$ cat config.mk
export PLATFORM = sky130hd
export DESIGN_NAME = mult_div_unit
export DESIGN_NICKNAME = d
export VERILOG_FILES = /design/src/rtl/mips_pkg.sv /design/src/rtl/div_core.sv /design/src/rtl/mult_div_unit.sv
export SDC_FILE = /design/constraint.sdc
export NUM_CORES = 1
export LEC_CHECK = 0
export ABC_CLOCK_PERIOD_IN_PS = 4300
export CAP_MARGIN = 20
export CORE_ASPECT_RATIO = 0.75
export CORE_UTILIZATION = 49
export CTS_BUF_LIST = sky130_fd_sc_hd__clkbuf_8
export CTS_CLUSTER_DIAMETER = 120
export DETAILED_ROUTE_END_ITERATION = 16
export PLACE_DENSITY = 0.66
export SYNTH_ARGS = -nofsm -noshare
export SYNTH_HDL_FRONTEND = slang
export SYNTH_HIERARCHICAL = 1
export SYNTH_SLANG_ARGS = --single-unit
$ cat constraint.sdc
create_clock -name clk -period 4.3 [get_ports clk]
set_clock_uncertainty 0.2 [all_clocks]
set_input_delay 0.645 -clock clk [delete_from_list [all_inputs] [get_ports clk]]
set_output_delay 0.645 -clock clk [all_outputs]
set_load 0.005 [all_outputs]
$ cat src/rtl/mips_pkg.sv
// Shared types for the multiply/divide unit: operation codes, FSM states
// and a small magnitude helper used when signed operands are reduced to
// unsigned form before iterating.
package mips_pkg;

  localparam int XLEN = 32;

  typedef enum logic [2:0] {
    OP_MULT  = 3'd0,
    OP_MULTU = 3'd1,
    OP_DIV   = 3'd2,
    OP_DIVU  = 3'd3,
    OP_MTHI  = 3'd4,
    OP_MTLO  = 3'd5
  } muldiv_op_t;

  typedef enum logic [1:0] {
    IDLE   = 2'd0,
    MUL    = 2'd1,
    DIV    = 2'd2,
    FINISH = 2'd3
  } muldiv_state_t;

  // Two's-complement magnitude when the operand is treated as signed,
  // the raw value otherwise. 0x80000000 maps to itself, which is the
  // correct unsigned magnitude.
  function automatic logic [XLEN-1:0] absVal(input logic [XLEN-1:0] v,
                                             input logic isSigned);
    return (isSigned && v[XLEN-1]) ? (-v) : v;
  endfunction

endpackage

$ cat src/rtl/div_core.sv
// Restoring unsigned divider, one quotient bit per cycle over 32 cycles.
// Loads on i_start, iterates on the following 32 edges and pulses o_done
// in the cycle after the last iteration. Results stay stable until the
// next load.
module div_core
  import mips_pkg::*;
(
  input  logic            clk,
  input  logic            reset,
  input  logic            i_start,
  input  logic [XLEN-1:0] i_dividend,
  input  logic [XLEN-1:0] i_divisor,
  output logic            o_done,
  output logic [XLEN-1:0] o_quotient,
  output logic [XLEN-1:0] o_remainder
);

  logic [XLEN-1:0] r_quo;
  logic [XLEN-1:0] r_rem;
  logic [XLEN-1:0] r_divisor;
  logic [4:0]      r_count;
  logic            r_busy;
  logic            r_done;

  logic [XLEN:0]   w_partial;
  logic            w_fits;
  logic [XLEN-1:0] w_sub;

  // The partial remainder shifted left with the next dividend bit; when it
  // fits the divisor the difference always fits in 32 bits.
  assign w_partial = {r_rem, r_quo[XLEN-1]};
  assign w_fits    = (w_partial >= {1'b0, r_divisor});
  assign w_sub     = w_partial[XLEN-1:0] - r_divisor;

  // Load operands on start, then shift one quotient bit in per cycle.
  always_ff @(posedge clk) begin
    if (reset) begin
      r_quo     <= '0;
      r_rem     <= '0;
      r_divisor <= '0;
      r_count   <= '0;
      r_busy    <= 1'b0;
      r_done    <= 1'b0;
    end else begin
      r_done <= 1'b0;
      if (i_start) begin
        r_quo     <= i_dividend;
        r_rem     <= '0;
        r_divisor <= i_divisor;
        r_count   <= '0;
        r_busy    <= 1'b1;
      end else if (r_busy) begin
        if (w_fits) begin
          r_rem <= w_sub;
          r_quo <= {r_quo[XLEN-2:0], 1'b1};
        end else begin
          r_rem <= w_partial[XLEN-1:0];
          r_quo <= {r_quo[XLEN-2:0], 1'b0};
        end
        r_count <= r_count + 5'd1;
        if (r_count == 5'd31) begin
          r_busy <= 1'b0;
          r_done <= 1'b1;
        end
      end
    end
  end

  assign o_done      = r_done;
  assign o_quotient  = r_quo;
  assign o_remainder = r_rem;

endmodule

$ cat src/rtl/mult_div_unit.sv
// MIPS-style HI/LO multiply/divide unit. Multiply is a 32-step shift-add
// on operand magnitudes, division uses div_core; signs are restored in the
// FINISH state. MTHI/MTLO write HI/LO directly from IDLE.
// Build option: define MULT_DIV_FAST_MUL_EN to replace the iterative
// multiply with a single-cycle combinational 32x32 multiplier.
module mult_div_unit
  import mips_pkg::*;
(
  input  logic            clk,
  input  logic            reset,
  input  logic            start,
  input  muldiv_op_t      op,
  input  logic [XLEN-1:0] a,
  input  logic [XLEN-1:0] b,
  output logic            busy,
  output logic            done,
  output logic [XLEN-1:0] hi,
  output logic [XLEN-1:0] lo
);

  muldiv_state_t   r_state;
  muldiv_state_t   w_nextState;

  muldiv_op_t      r_op;
  logic [XLEN-1:0] r_a;
  logic [4:0]      r_count;
  logic [63:0]     r_acc;
  logic [XLEN-1:0] r_mcand;
  logic            r_negRes;
  logic            r_negRem;
  logic            r_divZero;
  logic [XLEN-1:0] r_hi;
  logic [XLEN-1:0] r_lo;
  logic            r_done;
`ifdef MULT_DIV_FAST_MUL_EN
  logic [XLEN-1:0] r_b;
`endif

  logic            w_isMul;
  logic            w_isDiv;
  logic            w_signed;
  logic            w_bZero;
  logic [XLEN-1:0] w_aMag;
  logic [XLEN-1:0] w_bMag;
  logic            w_divStart;
  logic            w_divDone;
  logic [XLEN-1:0] w_divQuo;
  logic [XLEN-1:0] w_divRem;
  logic [XLEN:0]   w_sum;
  logic [63:0]     w_accNext;
  logic [63:0]     w_mulProd;
  logic            w_rIsDiv;
  logic [XLEN-1:0] w_finHi;
  logic [XLEN-1:0] w_finLo;

  assign w_isMul  = (op == OP_MULT) || (op == OP_MULTU);
  assign w_isDiv  = (op == OP_DIV)  || (op == OP_DIVU);
  assign w_signed = (op == OP_MULT) || (op == OP_DIV);
  assign w_bZero  = (b == '0);
  assign w_aMag   = absVal(a, w_signed);
  assign w_bMag   = absVal(b, w_signed);
  assign w_rIsDiv = (r_op == OP_DIV) || (r_op == OP_DIVU);

  // The divider loads on the same edge the top latches the request.
  assign w_divStart = (r_state == IDLE) && start && w_isDiv && !w_bZero;

  div_core u_divCore (
    .clk         (clk),
    .reset       (reset),
    .i_start     (w_divStart),
    .i_dividend  (w_aMag),
    .i_divisor   (w_bMag),
    .o_done      (w_divDone),
    .o_quotient  (w_divQuo),
    .o_remainder (w_divRem)
  );

  // One shift-add step: add the multiplicand into the upper half when the
  // current multiplier bit is set, then shift the whole accumulator right.
  assign w_sum     = {1'b0, r_acc[63:32]} + (r_acc[0] ? {1'b0, r_mcand} : '0);
  assign w_accNext = {w_sum, r_acc[31:1]};

`ifdef MULT_DIV_FAST_MUL_EN
  logic            w_fastSigned;
  logic [63:0]     w_aExt;
  logic [63:0]     w_bExt;
  assign w_fastSigned = (r_op == OP_MULT);
  assign w_aExt       = {{32{w_fastSigned & r_a[31]}}, r_a};
  assign w_bExt       = {{32{w_fastSigned & r_b[31]}}, r_b};
  assign w_mulProd    = w_aExt * w_bExt;
`else
  assign w_mulProd    = r_negRes ? (64'd0 - r_acc) : r_acc;
`endif

  // Next-state logic: multi-cycle ops run 32 iterations, divide by zero and
  // the fast multiplier go straight to FINISH.
  always_comb begin
    w_nextState = r_state;
    case (r_state)
      IDLE: begin
        if (start && w_isMul) begin
`ifdef MULT_DIV_FAST_MUL_EN
          w_nextState = FINISH;
`else
          w_nextState = MUL;
`endif
        end else if (start && w_isDiv) begin
          w_nextState = w_bZero ? FINISH : DIV;
        end
      end
      MUL:     if (r_count == 5'd31) w_nextState = FINISH;
      DIV:     if (r_count == 5'd31) w_nextState = FINISH;
      FINISH:  w_nextState = IDLE;
      default: w_nextState = IDLE;
    endcase
  end

  // Result selection in FINISH, applying the sign fix-up to magnitudes.
  always_comb begin
    w_finHi = r_hi;
    w_finLo = r_lo;
    if (r_divZero) begin
      w_finHi = r_a;
      w_finLo = '1;
    end else if (w_rIsDiv) begin
      if (w_divDone) begin
        w_finHi = r_negRem ? (-w_divRem) : w_divRem;
        w_finLo = r_negRes ? (-w_divQuo) : w_divQuo;
      end
    end else begin
      w_finHi = w_mulProd[63:32];
      w_finLo = w_mulProd[31:0];
    end
  end

  // State register plus datapath: latch the request, iterate, then commit.
  always_ff @(posedge clk) begin
    if (reset) begin
      r_state   <= IDLE;
      r_op      <= OP_MULT;
      r_a       <= '0;
      r_count   <= '0;
      r_acc     <= '0;
      r_mcand   <= '0;
      r_negRes  <= 1'b0;
      r_negRem  <= 1'b0;
      r_divZero <= 1'b0;
      r_hi      <= '0;
      r_lo      <= '0;
      r_done    <= 1'b0;
`ifdef MULT_DIV_FAST_MUL_EN
      r_b       <= '0;
`endif
    end else begin
      r_state <= w_nextState;
      r_done  <= 1'b0;
      case (r_state)
        IDLE: begin
          if (start) begin
            r_op      <= op;
            r_a       <= a;
            r_count   <= '0;
            r_acc     <= {32'd0, w_bMag};
            r_mcand   <= w_aMag;
            r_negRes  <= w_signed & (a[31] ^ b[31]);
            r_negRem  <= (op == OP_DIV) & a[31];
            r_divZero <= w_isDiv & w_bZero;
`ifdef MULT_DIV_FAST_MUL_EN
            r_b       <= b;
`endif
            if (op == OP_MTHI) r_hi <= a;
            if (op == OP_MTLO) r_lo <= a;
          end
        end
        MUL: begin
          r_acc   <= w_accNext;
          r_count <= r_count + 5'd1;
        end
        DIV: begin
          r_count <= r_count + 5'd1;
        end
        FINISH: begin
          r_hi   <= w_finHi;
          r_lo   <= w_finLo;
          r_done <= 1'b1;
        end
        default: ;
      endcase
    end
  end

  assign busy = (r_state != IDLE);
  assign done = r_done;
  assign hi   = r_hi;
  assign lo   = r_lo;

endmodule

==> results.txt <==
----------------------------------------------------
[Global routing]
  First-pass GRT wire length ... 131 mm
  Maximum number of pins on one net before global-route repair ... 77
  Combined global-route utilization of all metal layers ... 38.5%
  Initial antenna violation count ... 2
  GRT overflow ... 0
  Via count of the first global-routing pass ... 21100

[Critical path]
  Worst Path Max Fanout ... 31
  Reg-to-reg endpoint ... r_acc[62]$_SDFFE_PP0P_
  Class of the most critical setup path ... flip-flop to flip-flop
  Worst-case register-to-register setup slack ... 330 ps
  Setup crit end kind ... flip-flop
  Stage delay of the slowest cell on the critical path ... 520 ps
  Data required time at the worst endpoint ... 4720 ps
  Category of cells accounting for the largest share of critical-path delay ... compound AO/OA/AOI/OAI gates
  Cell seen most often among critical-path stages ... sky130_fd_sc_hd__o21ai_0
  Startpoint Class ... flip-flop
  Endpoint arrival time on the critical path ... 4390 ps
  Number of cells traversed by the worst register-to-register path ... 12
  Crit path buffers/inverters ... 2
  Launch instance of the worst register-to-register path ... r_acc[0]$_SDFFE_PP0P_
  Crit path max-delay cell type ... sky130_fd_sc_hd__dfxtp_1
  Critical path, cell by cell ... buf_4 > nand2_1 > inv_1 > ha_1 > a211oi_1 > o21ai_0 > o21ai_0 > a22o_1 > o41a_1 > o21ai_0 > a2111oi_0 > a211o_1

[STA]
  Maximum clock rate ... 252 MHz
  Setup repair after global routing missed its margin ... no
  Pin slew with the least headroom to its limit ... 989 ps
  Hold_ws ... 248 ps
  Number of max-slew violations in the final report ... 0
  Setup_tns ... 0 ps
  Final Critical Period ... 3970 ps
  Setup Viol. Count Final ... 0
  Final Hold Fails ... 0
  Setup slack after layout ... 332 ps
  Slew HR ... 34.0%
  Final period utilization ... 92.3%

[Route]
  Number of optimization iterations in the first detailed-route pass ... 8
  Wire length on met3 ... 11.1 mm
  Number of DRC violations after detailed-routing iteration 0 ... 2796
  Routed length on met1 ... 39.4 mm
  Highest metal used ... met5
  Met2 Wirelength ... 35.1 mm
  Number of nets still failing antenna checks after routing ... 0
  Via/cell ratio ... 6.45
  Remaining DRCs ... 0
  Total wire length ... 88.8 mm
  Via count ... 23300
  Average detailed-routed wire length per instance ... 24.6 um

[CTS]
  Largest buffer count on any clock path ... 3
  CTS tree ... yes
  Cts-stage hold buffer count ... 0
  Number of buffers added by the clock tree synthesis step ... 53
  CTS H-tree depth ... 2
  Clock-pin slew reported for the worst setup and hold paths after clock tree synthesis ... 60 ps
  Library cell used as clock root buffer ... sky130_fd_sc_hd__clkbuf_8
  Total clock sinks ... 307
  Worst-Skew Late Latency ... 680 ps
  Post-CTS Repair Setup Buffers ... 0
  Count of cells resized by post-cts repair ... 0

[Cells and area]
  Final instance area ... 24800 um^2
  Share of final-layout standard cells stronger than drive strength 1 ... 8.23%
  Utilization after layout ... 57.4%
  Most used cells in the layout excluding fill and tap cells ... sky130_fd_sc_hd__nor2_1, sky130_fd_sc_hd__nand2_1, sky130_fd_sc_hd__dfxtp_1
  Commonest non-fill, non-tap cell in the layout ... sky130_fd_sc_hd__nor2_1
  Synth-to-layout area growth ... 15.7%
  Number of nets in the layout ... 3146

[Synth]
  Unique masters post-synth ... 83
  Proportion of netlist area held by the largest area contributor ... 28.6%
  Synth Register Bits ... 307
  Async set or reset register ratio after synthesis ... 0%
  Warning count from the yosys run ... 6
  Netlist Area Pre-Place ... 21500 um^2
  Number of synthesized flops with an enable pin ... 0
  Post-synthesis instance total ... 2896
  Synth area leaders ... sky130_fd_sc_hd__dfxtp_1, sky130_fd_sc_hd__a21oi_1, sky130_fd_sc_hd__nor2_1
  Leading register cell type out of synthesis ... sky130_fd_sc_hd__dfxtp_1
  Sequential fraction of the synthesis area ... 28.6%
  Dominant cell type by area after synthesis ... sky130_fd_sc_hd__dfxtp_1
  Synthesized Nets ... 3044
  Average cell area after synthesis ... 7.41 um^2

[Worst hold path]
  Hold_sp ... lo[10]$_SDFFE_PP0P_
  Number of cells on the worst hold path ... 2
  Worst min-delay path category ... flip-flop to flip-flop
  Endpoint with the worst hold slack ... lo[10]$_SDFFE_PP0P_

[Power and ir drop]
  Reported leakage power ... 9.42 nW
  Sw Pwr ... 5.28 mW
  Combinational cell fraction of total power ... 45.9%
  Int Power ... 6.84 mW
  Switching share of power ... 43.6%
  Worst-case vdd ir drop ... 0.351 mV
  Power density over the cells ... 488 nW/um^2
  Power share of the sequential group ... 30.2%
  Share of power burned in the clock network ... 23.9%

[Placed design]
  Routability Congestion ... 1.02
  Instance area after placement ... 23700 um^2
  Placement Setup Slack ... 65.4 ps
  HPWL reported at the end of detailed placement ... 67.3 mm
  Input/output buffers ... 135

[Run status]
  Run status ... finished clean

[Job]
  Number of max-capacitance violations reported ... 0

[Floorplan]
  Row count ... 66
  Std-Cell Core Area ... 43300 um^2
  Initial cell density of the core ... 49.6%
  Overall die area ... 44700 um^2
  Top Ports ... 136
  X dimension of the die ... 244 um
  Vertical extent of the die ... 183 um

----------------------------------------------------
-- final cells by class --
class	instances	area, um^2
fill	4120	18400
inverter	85	319
clock inverter	27	178
timing repair buffer	254	2270
antenna	1	2.50
multi-input combinational	2297	14200
tap	578	723
clock buffer	69	950
sequential	307	6150
-- worst min-delay path, cell delays in order, from the launching register on --
cell and delay [ps]:
sky130_fd_sc_hd__dfxtp_1 310, sky130_fd_sc_hd__nand2_1 50, sky130_fd_sc_hd__nand2_1 40
-- per-layer routing --
layer | up-vias | global-route usage (%)
met5 | - | 1.96
met4 | 4 | 13.2
met3 | 203 | 10.6
met2 | 1370 | 53.9
met1 | 11100 | 55.8
li1 | 10600 | -
-- worst max-delay path by stage --
stage,to,slack [ps],cells after the start,startpoint
finish,r_acc[62]$_SDFFE_PP0P_,330,12,r_acc[0]$_SDFFE_PP0P_
global placement,u_divCore/o_remainder[15]$_SDFFE_PP0P_,130,13,b[18]
global route,r_acc[63]$_SDFFE_PP0P_,210,11,r_acc[0]$_SDFFE_PP0P_
detailed placement,u_divCore/o_remainder[22]$_SDFFE_PP0P_,70,13,b[19]
CTS,r_acc[62]$_SDFFE_PP0P_,440,11,r_acc[0]$_SDFFE_PP0P_
floorplan,u_divCore/o_remainder[24]$_SDFFE_PP0P_,260,11,b[7]
-- power by group through the flow --
stage	registers (mW)	logic, mW	clock network, mW
global placement	3.69	5.35	0
floorplan	3.50	3.89	0
finish	3.66	5.56	2.89
detailed placement	3.70	5.39	0
CTS	3.64	5.43	2.92
global route	3.70	5.99	3.05
-- cells in the mapped netlist (10+ instances only) --
cell type,instances
sky130_fd_sc_hd__mux2i_1,101
sky130_fd_sc_hd__a311oi_1,11
sky130_fd_sc_hd__a211oi_1,34
sky130_fd_sc_hd__a22oi_1,11
sky130_fd_sc_hd__a31oi_1,19
sky130_fd_sc_hd__o2111ai_1,12
sky130_fd_sc_hd__nor2_1,339
sky130_fd_sc_hd__and2_1,41
sky130_fd_sc_hd__o21a_1,19
sky130_fd_sc_hd__nand2b_1,45
sky130_fd_sc_hd__clkbuf_1,178
sky130_fd_sc_hd__and3_1,15
sky130_fd_sc_hd__o211ai_1,33
sky130_fd_sc_hd__or3_1,32
sky130_fd_sc_hd__or4_1,37
sky130_fd_sc_hd__o41ai_1,18
sky130_fd_sc_hd__nor2b_1,10
sky130_fd_sc_hd__nor3_1,101
sky130_fd_sc_hd__nand3_1,67
sky130_fd_sc_hd__xnor2_1,122
sky130_fd_sc_hd__inv_1,84
sky130_fd_sc_hd__o21ai_0,168
sky130_fd_sc_hd__dfxtp_1,307
sky130_fd_sc_hd__ha_1,76
sky130_fd_sc_hd__o31ai_1,45
sky130_fd_sc_hd__buf_1,15
sky130_fd_sc_hd__nor3b_1,10
sky130_fd_sc_hd__nand2_1,307
sky130_fd_sc_hd__xor2_1,78
sky130_fd_sc_hd__or2_2,15
sky130_fd_sc_hd__a22o_1,10
sky130_fd_sc_hd__o22ai_1,25
sky130_fd_sc_hd__a21o_1,18
sky130_fd_sc_hd__o221ai_1,22
sky130_fd_sc_hd__nand4_1,28
sky130_fd_sc_hd__nor4_1,32
sky130_fd_sc_hd__a21oi_1,272
-- registers in the layout, indices dropped and copies added (netlist names) --
name                   flops
r_divZero                  1
u_divCore/r_divisor       32
r_acc                     64
hi                        32
r_op                       2
r_a                       32
u_divCore/r_count          5
u_divCore/r_busy           1
r_state                    2
lo                        32
r_negRes                   1
u_divCore/o_done           1
r_mcand                   31
u_divCore/o_quotient      32
u_divCore/o_remainder     32
r_count                    5
done                       1
r_negRem                   1
-- stage by stage --
step | instances | power [mW]
floorplan | 2896 | 7.38
global placement | 3521 | 9.03
detailed placement | 3521 | 9.10
CTS | 3617 | 12.0
global route | 3617 | 12.7
finish | 3618 | 12.1
-- logic make-up after synthesis --
group	count (synthesis)	share of synthesized area, %
buffers and inverters	292	5.29
AND/OR/NAND/NOR	1113	24.7
flip-flops	307	28.6
AO/OA/AOI/OAI	800	23.6
XOR/XNOR	200	8.16
multiplexers	106	5.02
adder cells (fa/ha/maj)	78	4.62
Power figures use the tool's default switching activity.
